[src/rtl/riscv_pkg.sv]
// Shared RISC-V decode constants for the decode stage.
// Opcodes, M-extension funct7, default NOP and buffer states.
package riscv_pkg;

    localparam logic [6:0] OP_LUI    = 7'b0110111;
    localparam logic [6:0] OP_AUIPC  = 7'b0010111;
    localparam logic [6:0] OP_JAL    = 7'b1101111;
    localparam logic [6:0] OP_JALR   = 7'b1100111;
    localparam logic [6:0] OP_BRANCH = 7'b1100011;
    localparam logic [6:0] OP_LOAD   = 7'b0000011;
    localparam logic [6:0] OP_STORE  = 7'b0100011;
    localparam logic [6:0] OP_IMM    = 7'b0010011;
    localparam logic [6:0] OP_REG    = 7'b0110011;
    localparam logic [6:0] OP_AMO    = 7'b0101111;

    localparam logic [6:0] OP_FLW    = 7'b0000111;
    localparam logic [6:0] OP_FSW    = 7'b0100111;
    localparam logic [6:0] OP_FMADD  = 7'b1000011;
    localparam logic [6:0] OP_FMSUB  = 7'b1000111;
    localparam logic [6:0] OP_FNMSUB = 7'b1001011;
    localparam logic [6:0] OP_FNMADD = 7'b1001111;
    localparam logic [6:0] OP_FP     = 7'b1010011;

    localparam logic [6:0] F7_M      = 7'b0000001;

    // addi x0, x0, 0
    localparam logic [31:0] NOP_INSN = 32'h0000_0013;

    typedef enum logic [1:0] {
        ST_EMPTY = 2'd0,
        ST_ONE   = 2'd1,
        ST_FULL  = 2'd2
    } buf_state_e;

    // True for every floating-point opcode
    function automatic logic is_f_opcode(input logic [6:0] opc);
        logic res;
        res = 1'b0;
        case (opc)
            OP_FLW, OP_FSW, OP_FMADD, OP_FMSUB,
            OP_FNMSUB, OP_FNMADD, OP_FP: res = 1'b1;
            default: res = 1'b0;
        endcase
        return res;
    endfunction

    // True for the fused multiply-add family (rs3 users)
    function automatic logic is_r4_opcode(input logic [6:0] opc);
        logic res;
        res = 1'b0;
        case (opc)
            OP_FMADD, OP_FMSUB,
            OP_FNMSUB, OP_FNMADD: res = 1'b1;
            default: res = 1'b0;
        endcase
        return res;
    endfunction

endpackage

[src/rtl/decode_fields.sv]
// Pure combinational field extraction for one instruction word.
// Register indices are zeroed where the format has no such field.
module decode_fields
    import riscv_pkg::*;
(
    input  logic [31:0] ir_i,
    output logic [6:0]  opcode_o,
    output logic [2:0]  funct3_o,
    output logic [4:0]  rd_o,
    output logic [4:0]  rs1_o,
    output logic [4:0]  rs2_o,
    output logic [4:0]  rs3_o,
    output logic        is_m_o,
    output logic        is_f_o,
    output logic        illegal_o
);

    logic [6:0] opc;

    assign opc      = ir_i[6:0];
    assign opcode_o = opc;
    assign funct3_o = ir_i[14:12];

    // Classify the opcode and pick which register fields are live
    always_comb begin
        rd_o      = ir_i[11:7];
        rs1_o     = ir_i[19:15];
        rs2_o     = 5'd0;
        rs3_o     = 5'd0;
        is_f_o    = is_f_opcode(opc);
        is_m_o    = (opc == OP_REG) && (ir_i[31:25] == F7_M);
        illegal_o = 1'b0;

        case (opc)
            OP_STORE, OP_BRANCH, OP_FSW: begin
                rd_o  = 5'd0;
                rs2_o = ir_i[24:20];
            end
            OP_LUI, OP_AUIPC, OP_JAL: begin
                rs1_o = 5'd0;
            end
            OP_REG, OP_AMO, OP_FLW, OP_FP: begin
                rs2_o = ir_i[24:20];
            end
            OP_FMADD, OP_FMSUB, OP_FNMSUB, OP_FNMADD: begin
                rs2_o = ir_i[24:20];
                rs3_o = is_r4_opcode(opc) ? ir_i[31:27] : 5'd0;
            end
            OP_IMM, OP_LOAD, OP_JALR: begin
                rd_o = ir_i[11:7];
            end
            default: begin
                illegal_o = 1'b1;
            end
        endcase
    end

endmodule

[src/rtl/decode_stage.sv]
// Two-entry (head + skid) decode buffer between fetch and execute.
// Head is always decoded; empty head holds NOP_IR.
module decode_stage
    import riscv_pkg::*;
#(
    parameter logic [31:0] NOP_IR = NOP_INSN
) (
    input  logic        iCLK,
    input  logic        iRST,
    input  logic        iIR_VALID,
    input  logic [31:0] iIR,
    output logic        oIR_READY,
    input  logic        iFLUSH,
    output logic        oOUT_VALID,
    input  logic        iOUT_READY,
    output logic [31:0] oIR,
    output logic [6:0]  oOPCODE,
    output logic [2:0]  oFUNCT3,
    output logic [4:0]  oRD,
    output logic [4:0]  oRS1,
    output logic [4:0]  oRS2,
    output logic [4:0]  oRS3,
    output logic        oIS_M,
    output logic        oIS_F,
    output logic        oILLEGAL
);

    buf_state_e  state_q, state_d;
    logic [31:0] head_q, head_d;
    logic [31:0] skid_q, skid_d;
    logic        ready_q, ready_d;
    logic        accept;
    logic        consume;

    assign oOUT_VALID = (state_q != ST_EMPTY);
    assign oIR_READY  = ready_q;
    assign oIR        = head_q;

    assign accept  = iIR_VALID && ready_q;
    assign consume = oOUT_VALID && iOUT_READY;

    // Next state and entry movement; flush overrides everything
    always_comb begin
        state_d = state_q;
        head_d  = head_q;
        skid_d  = skid_q;

        if (iFLUSH) begin
            state_d = ST_EMPTY;
            head_d  = NOP_IR;
            skid_d  = NOP_IR;
        end else begin
            case (state_q)
                ST_EMPTY: begin
                    if (accept) begin
                        state_d = ST_ONE;
                        head_d  = iIR;
                    end
                end
                ST_ONE: begin
                    if (accept && consume) begin
                        head_d = iIR;
                    end else if (accept) begin
                        state_d = ST_FULL;
                        skid_d  = iIR;
                    end else if (consume) begin
                        state_d = ST_EMPTY;
                        head_d  = NOP_IR;
                    end
                end
                ST_FULL: begin
                    if (consume) begin
                        state_d = ST_ONE;
                        head_d  = skid_q;
                        skid_d  = NOP_IR;
                    end
                end
                default: begin
                    state_d = ST_EMPTY;
                    head_d  = NOP_IR;
                    skid_d  = NOP_IR;
                end
            endcase
        end

        ready_d = (state_d != ST_FULL);
    end

    // Buffer registers; reset empties both entries and closes ready
    always_ff @(posedge iCLK or posedge iRST) begin
        if (iRST) begin
            state_q <= ST_EMPTY;
            head_q  <= NOP_IR;
            skid_q  <= NOP_IR;
            ready_q <= 1'b0;
        end else begin
            state_q <= state_d;
            head_q  <= head_d;
            skid_q  <= skid_d;
            ready_q <= ready_d;
        end
    end

    decode_fields u_fields (
        .ir_i      (head_q),
        .opcode_o  (oOPCODE),
        .funct3_o  (oFUNCT3),
        .rd_o      (oRD),
        .rs1_o     (oRS1),
        .rs2_o     (oRS2),
        .rs3_o     (oRS3),
        .is_m_o    (oIS_M),
        .is_f_o    (oIS_F),
        .illegal_o (oILLEGAL)
    );

endmodule
[config.mk]
export PLATFORM = sky130hd
export DESIGN_NAME = decode_stage
export DESIGN_NICKNAME = d
export VERILOG_FILES = /design/src/rtl/riscv_pkg.sv /design/src/rtl/decode_fields.sv /design/src/rtl/decode_stage.sv
export SDC_FILE = /design/constraint.sdc
export NUM_CORES = 1
export LEC_CHECK = 0
export CORE_UTILIZATION = 52
export DETAILED_ROUTE_END_ITERATION = 8
export HOLD_SLACK_MARGIN = 0.1
export PLACE_DENSITY = 0.94
export SYNTH_ARGS = -nofsm -noshare
export SYNTH_HDL_FRONTEND = slang
export SYNTH_SLANG_ARGS = --single-unit
[constraint.sdc]
create_clock -name iCLK -period 5.4 [get_ports iCLK]
set_input_delay 1.35 -clock iCLK [delete_from_list [all_inputs] [get_ports iCLK]]
set_output_delay 1.35 -clock iCLK [all_outputs]
set_load 0.05 [all_outputs]
Yosys cells after proc, flatten, opt, wreduce, memory -nomap -nowiden --
Cells that the tools add are included.
Word-level totals: register bits 67, input port bits 37, output and inout port bits 67, word-level logic and storage cells 71
Cells by class: equal/unequal tests 28, muxes and demuxes 25, reductions and logical operators 14
Operator list (number):
- 32-bit two-way mux | 8
- 32-bit case mux with 3 select lines | 2
- 7-bit == test, second input constant | 8
- 7-bit by 6-bit == test with 1-bit output, second input constant | 5
- 5-bit two-way mux | 5
- 17-bit OR reduction | 1
- 7-bit by 5-bit == test with 1-bit output, second input constant | 2
- 2-bit two-way mux | 6
- 3-bit inequality test, second input constant | 4
- 11-bit OR reduction | 1
- 4-bit inequality test, second input constant | 2
- 4-bit AND reduction | 2
- 7-bit by 1-bit == test with 1-bit output, second input constant | 1
- 7-bit by 2-bit == test with 1-bit output, second input constant | 1
- 7-bit by 3-bit == test with 1-bit output, second input constant | 1
- 7-bit OR reduction | 1
- 2-bit case mux with 3 select lines | 1
- 3-bit OR reduction | 2
- 1-bit logical AND | 4
- 2-bit inequality test, second input constant | 2
- 4-bit OR reduction | 1
- 1-bit two-way mux | 3
- 2-bit by 1-bit == test with 1-bit output, second input constant | 1
- 2-bit == test, second input constant | 1
- other kinds (2) | 2

Depth between registers and ports, before layout --
depth in word-level cells 8, mapped depth 7

Cells and area by module --
From an unflattened synthesis, not the netlist that was laid out.
Second synthesis, totals: cell total of the unflattened synthesis 416, area total of the unflattened synthesis 3922.5 um2
Modules (own cells, without submodules):
- decode_stage | instances 1, cells an instance 346, area each 3455.8 um2
- decode_fields | instances 1, cells an instance 70, area each 466.7 um2

Least setup slack after synthesis --
OpenSTA, ideal clock, no wires.
path type reg2out, from reg head_q[6] (netlist: oIR[6]), to out oIS_F, arrival 2.409 ns, slack 1.641 ns, cell stages (with the launch flop) 6, buffers on the path 1, cells stage by stage dfrtp_1 > clkbuf_1 > nand2b_1 > a21boi_0 > o32a_1 > nor3_1
On the way: word-level cells in the longest chain between the ends 3, elaborated cells on any way between the ends 9
RTL lines:
- start: declaration | RTL line decode_stage.sv:29 | logic [31:0] head_q, head_d;
- start signal: assignment | RTL line decode_stage.sv:93 | head_q <= NOP_IR;
- start signal: assignment | RTL line decode_stage.sv:98 | head_q <= head_d;
- 7-bit by 6-bit == test with 1-bit output (tied with other cells) | RTL line riscv_pkg.sv:39 | case (opc)
- 7-bit OR reduction * | RTL line riscv_pkg.sv:39
- 1-bit two-way mux * | RTL line riscv_pkg.sv:39
- end: declaration | RTL line decode_stage.sv:24 | output logic oIS_F,
Mark *: on every way between the ends. The rest lies on a longest branch, timed or not.

Worst setup path after layout --
from reg head_q[1] (netlist: oIR[1]), to out oRD[3]
On the way: word-level cells in the longest chain between the ends 3, elaborated cells on any way between the ends 5
RTL lines:
- 7-bit by 6-bit == test with 1-bit output or 7-bit == test (tied branches) | RTL line decode_fields.sv:34 | case (opc)
- 3-bit OR reduction *
- 5-bit two-way mux * | RTL line decode_fields.sv:34
- end: declaration | RTL line decode_stage.sv:19 | output logic [4:0] oRD,
Marked as above.

==> parameters.txt <==
Parameter                              Value

Detailed routing
  DRC violation count after routing    0
  Final routed wire length divided by cell count    roughly 17 um
  Number of violations reported at the end of detailed-routing iteration 0    slightly below 300
  Avg Vias per Cell    approximately 6.0
  Via count    3324
  First-pass iteration count of the detailed router    5
  Routed wire length    approximately 9600 um
  Routed Antenna Nets    0

Synth
  Post-Synthesis Net Count    421
  Dominant combinational cell family by area after synthesis    compound AO/OA/AOI/OAI gates
  Count of state elements after synthesis    67
  Post-synthesis instance area    ~3700 um^2
  Post-synthesis mux area share    8.02%
  Post-synthesis share of cell area spent on xor and xnor gates    less than 1%
  Number of enable-type register cells in the synthesized netlist    0
  Sequential element share of the synthesized area    between 40% and 50%
  Cell types occupying the most area after synthesis    sky130_fd_sc_hd__dfrtp_1 (41%), sky130_fd_sc_hd__mux2i_1 (8.0%), sky130_fd_sc_hd__a22o_1 (6.8%)
  Top cell types by occurrence after synthesis    sky130_fd_sc_hd__dfrtp_1 (61), sky130_fd_sc_hd__nand2_1 (38), sky130_fd_sc_hd__mux2i_1 (30)
  Top_reg_cell synth    sky130_fd_sc_hd__dfrtp_1
  Cell variety after synth    44
  Area share of the leading cell type in the synthesized netlist    40.8%
  Largest area contributor in the netlist    sky130_fd_sc_hd__dfrtp_1
  Synth Warn #    0
  Adder and majority cell fraction of the synthesized area    0%
  Most instantiated library cell after synthesis    sky130_fd_sc_hd__dfrtp_1
  Synthesized-area fraction occupied by and/or/nand/nor cells    approximately 15%
  Cells after Synth    around 380
  Synth Area in Compound Gates    around 23%
  Share of flip-flops with an asynchronous set or reset    between 90% and 100%
  Average cell area after synthesis    9.75 um^2

Setup path
  CP Data Required Time    ~4100 ps
  Number of cells on the worst reg-to-reg path    4
  Register-to-register setup slack    between 2000 and 3000 ps
  Critical path peak fanout    8
  Critical Setup Path Class    reg2out
  Most frequent cell on the critical path    sky130_fd_sc_hd__and2_1
  CP endpoint kind    output pin
  Sequence of cells on the critical path    and2_1 -> nand2_1 -> a2111o_1 -> and2_1 -> clkdlybuf4s50_1
  Library cell contributing the largest single delay on the critical path    sky130_fd_sc_hd__clkdlybuf4s50_1
  Crit path max-delay family    buffers and inverters
  Kind of launch point of the worst setup path    flip-flop
  Worst path max stage delay    about 700 ps
  Launching point of the worst reg2reg path    state_q[1]$_DFF_PP0_
  Critical path data arrival time    ~2700 ps
  Count of buffering cells on the critical path with inverters included    1
  Crit Reg-Reg Endpoint    oIR[14]$_DFFE_PP0P_

Timing
  Post-route setup slack    ~1300 ps
  Fmax achieved    0.247 GHz
  Transition time of the tightest slew-check pin    about 1300 ps
  Setup repair after global routing missed its margin    no
  Count of final setup violators    0
  Setup total negative slack    0 ps
  Number of hold violations in the final report    0
  Final critical-path required period    between 4000 and 5000 ps
  Worst clock skew    7.11 ps
  Slew margin rel.    about an eighth
  Final worst path period share    between 70% and 80%
  Max Transition Viols Final    0

Global route
  Global route overflow    0
  Gr usage total    between 20% and 30%
  Pin count of the biggest net entering global routing    65
  Antenna violations before repair    0
  Vias in the first global route    about 3200
  Global-route wire length before repair    15500 um

CTS
  Number of buffers created by CTS    9
  Post-CTS clock slew at the launch and capture registers of the worst setup and hold paths    roughly 70 ps
  Count of H-tree levels built during CTS    3
  Post-cts repair resize count    0
  Clock tree from TritonCTS    done
  Worst-Skew Late Latency    350 ps
  Buffer type at the clock tree root    sky130_fd_sc_hd__clkbuf_8
  Clk buf depth    2
  Cts-stage hold buffer count    0
  Clock sink count    67
  Number of buffers inserted by post-CTS setup repair    0

Final layout
  Nets    about 500
  Total area of sequential cells    1690 um^2
  Fraction of final layout cells with drive strength greater than 1    around 6.6%
  Number of standard cells in the layout, taps in and fillers out    between 500 and 600
  Area delta synth->final    30.1%
  Ant. Diodes    0
  Final std cell area, no fill    4870 um^2
  Number of filler instances in the final layout    slightly above 500
  Multi-input combinational cell area    between 1500 and 2000 um^2

Power and ir drop
  PD cells    just under 300 nW/um^2
  Maximum resistive drop on vdd    around 0.00016 V
  Leak Pwr    1.96 nW

Floorplanning
  Initial Util    between 50% and 60%
  Die footprint    7540 um^2
  I/O pin total    104
  Vertical extent of the die    slightly below 90 um
  Placement row count    30
  Area of the placeable core    6870 um^2
  Die Span X    86.9 um

Hold path
  Startpoint of the most critical hold path    skid_q[25]$_DFFE_PP0P_
  Class of the tightest hold or removal check    reg2reg
  Worst Hold Path EP    skid_q[25]$_DFFE_PP0P_
  Number of cells traversed by the worst hold path    2

Place
  Detailed placer's ending HPWL    between 5000 and 6000 um
  Number of buffers inserted by port buffering    about 100
  Area of placed instances    between 4000 and 5000 um^2
  Place WS    between 1000 and 1500 ps
  Number of instances in the placed design    538
  Final estimated routing congestion in global placement    0.860

Outcome
  Status    complete, no violations

Flow run
  Number of max-cap violations    0
[per-stage QoR]
step	power [W]	hold slack [ps]	utilization, %
finish	0.00143	523	70.9
detailed placement	0.000953	510	67.6
CTS	0.00144	521	70.9
floorplan	0.000830	493	-
global placement	0.000944	503	67.6
global route	0.00148	536	70.9
[state kept, by name, summed over array words and instances (netlist names)]
| name | count |
|---|---|
| skid_q | 32 |
| oIR | 32 |
| state_q | 2 |
| oIR_READY | 1 |
[worst reg2reg max path, stage by stage, from the launching register on]
cell	delay, ps
sky130_fd_sc_hd__dfrtp_2	1110
sky130_fd_sc_hd__xor2_1	290
sky130_fd_sc_hd__a21oi_1	130
sky130_fd_sc_hd__nor2_2	990
sky130_fd_sc_hd__a22o_1	280
[per-layer routing]
metal | vias up | wire (um) | track usage, %
li1 | 1523 | - | -
met2 | 161 | 4610 | 42.9
met4 | 0 | 196 | 10.5
met5 | - | 0 | 0
met1 | 1621 | 4120 | 34.8
met3 | 19 | 672 | 6.64
[how the worst max path moves through the flow]
stage                       start            endpoint  slack, ps  cells past startpoint
6_report       oIR[1]$_DFFE_PP1P_              oRD[3]       1350                      5
4_1_cts        oIR[1]$_DFFE_PP1P_              oRD[3]       1340                      5
3_3_place_gp               iFLUSH  oIR[6]$_DFFE_PP0P_       1540                      4
5_1_grt        oIR[1]$_DFFE_PP1P_              oRD[0]       1250                      5
2_1_floorplan  oIR[6]$_DFFE_PP0P_               oIS_F       1640                      5
3_5_place_dp               iFLUSH  oIR[3]$_DFFE_PP0P_       1460                      4
[cell type report]
cell class	count	share of cell area [%]
clock buffer	12	3.19
timing repair buffer	105	21.5
clock inverter	4	1.49
multi-input combinational	260	36.0
inverter	10	0.771
sequential	67	34.6
tap	96	2.47
[kinds of logic (layout without fill, tap and decap cells)]
logic type | after synthesis | in the layout
flip-flops | 67 | 67
buffers and inverters | 57 | 131
XOR/XNOR | 1 | 1
multiplexers | 30 | 30
AO/OA/AOI/OAI | 117 | 117
AND/OR/NAND/NOR | 112 | 112
[where the power goes]
part,internal [W],total [W],switching (W),leakage (nW)
Clock,0.000285,0.000482,0.000198,0.113
Combinational,0.000135,0.000386,0.000250,0.950
Sequential,0.000529,0.000561,0.0000322,0.893
Total,0.000949,0.00143,0.000480,1.96
[layout by cell type, fill, tap and decap left out, drive strengths merged, types with 5 or more instances in the layout]
| cell type | synthesis | layout |
|---|---|---|
| a22o | 29 | 29 |
| o21ai | 32 | 32 |
| nor2b | 7 | 7 |
| mux2i | 30 | 30 |
| clkbuf | 11 | 12 |
| nor2 | 6 | 6 |
| and3 | 5 | 5 |
| dfrtp | 61 | 61 |
| inv | 10 | 10 |
| clkdlybuf4s50 | 0 | 103 |
| nand2 | 38 | 38 |
| nor3 | 5 | 5 |
| nand3 | 29 | 29 |
| dfstp | 6 | 6 |
| a21oi | 8 | 8 |
| o2bb2ai | 29 | 29 |
| and2 | 12 | 12 |
Power figures use the tool's default switching activity.
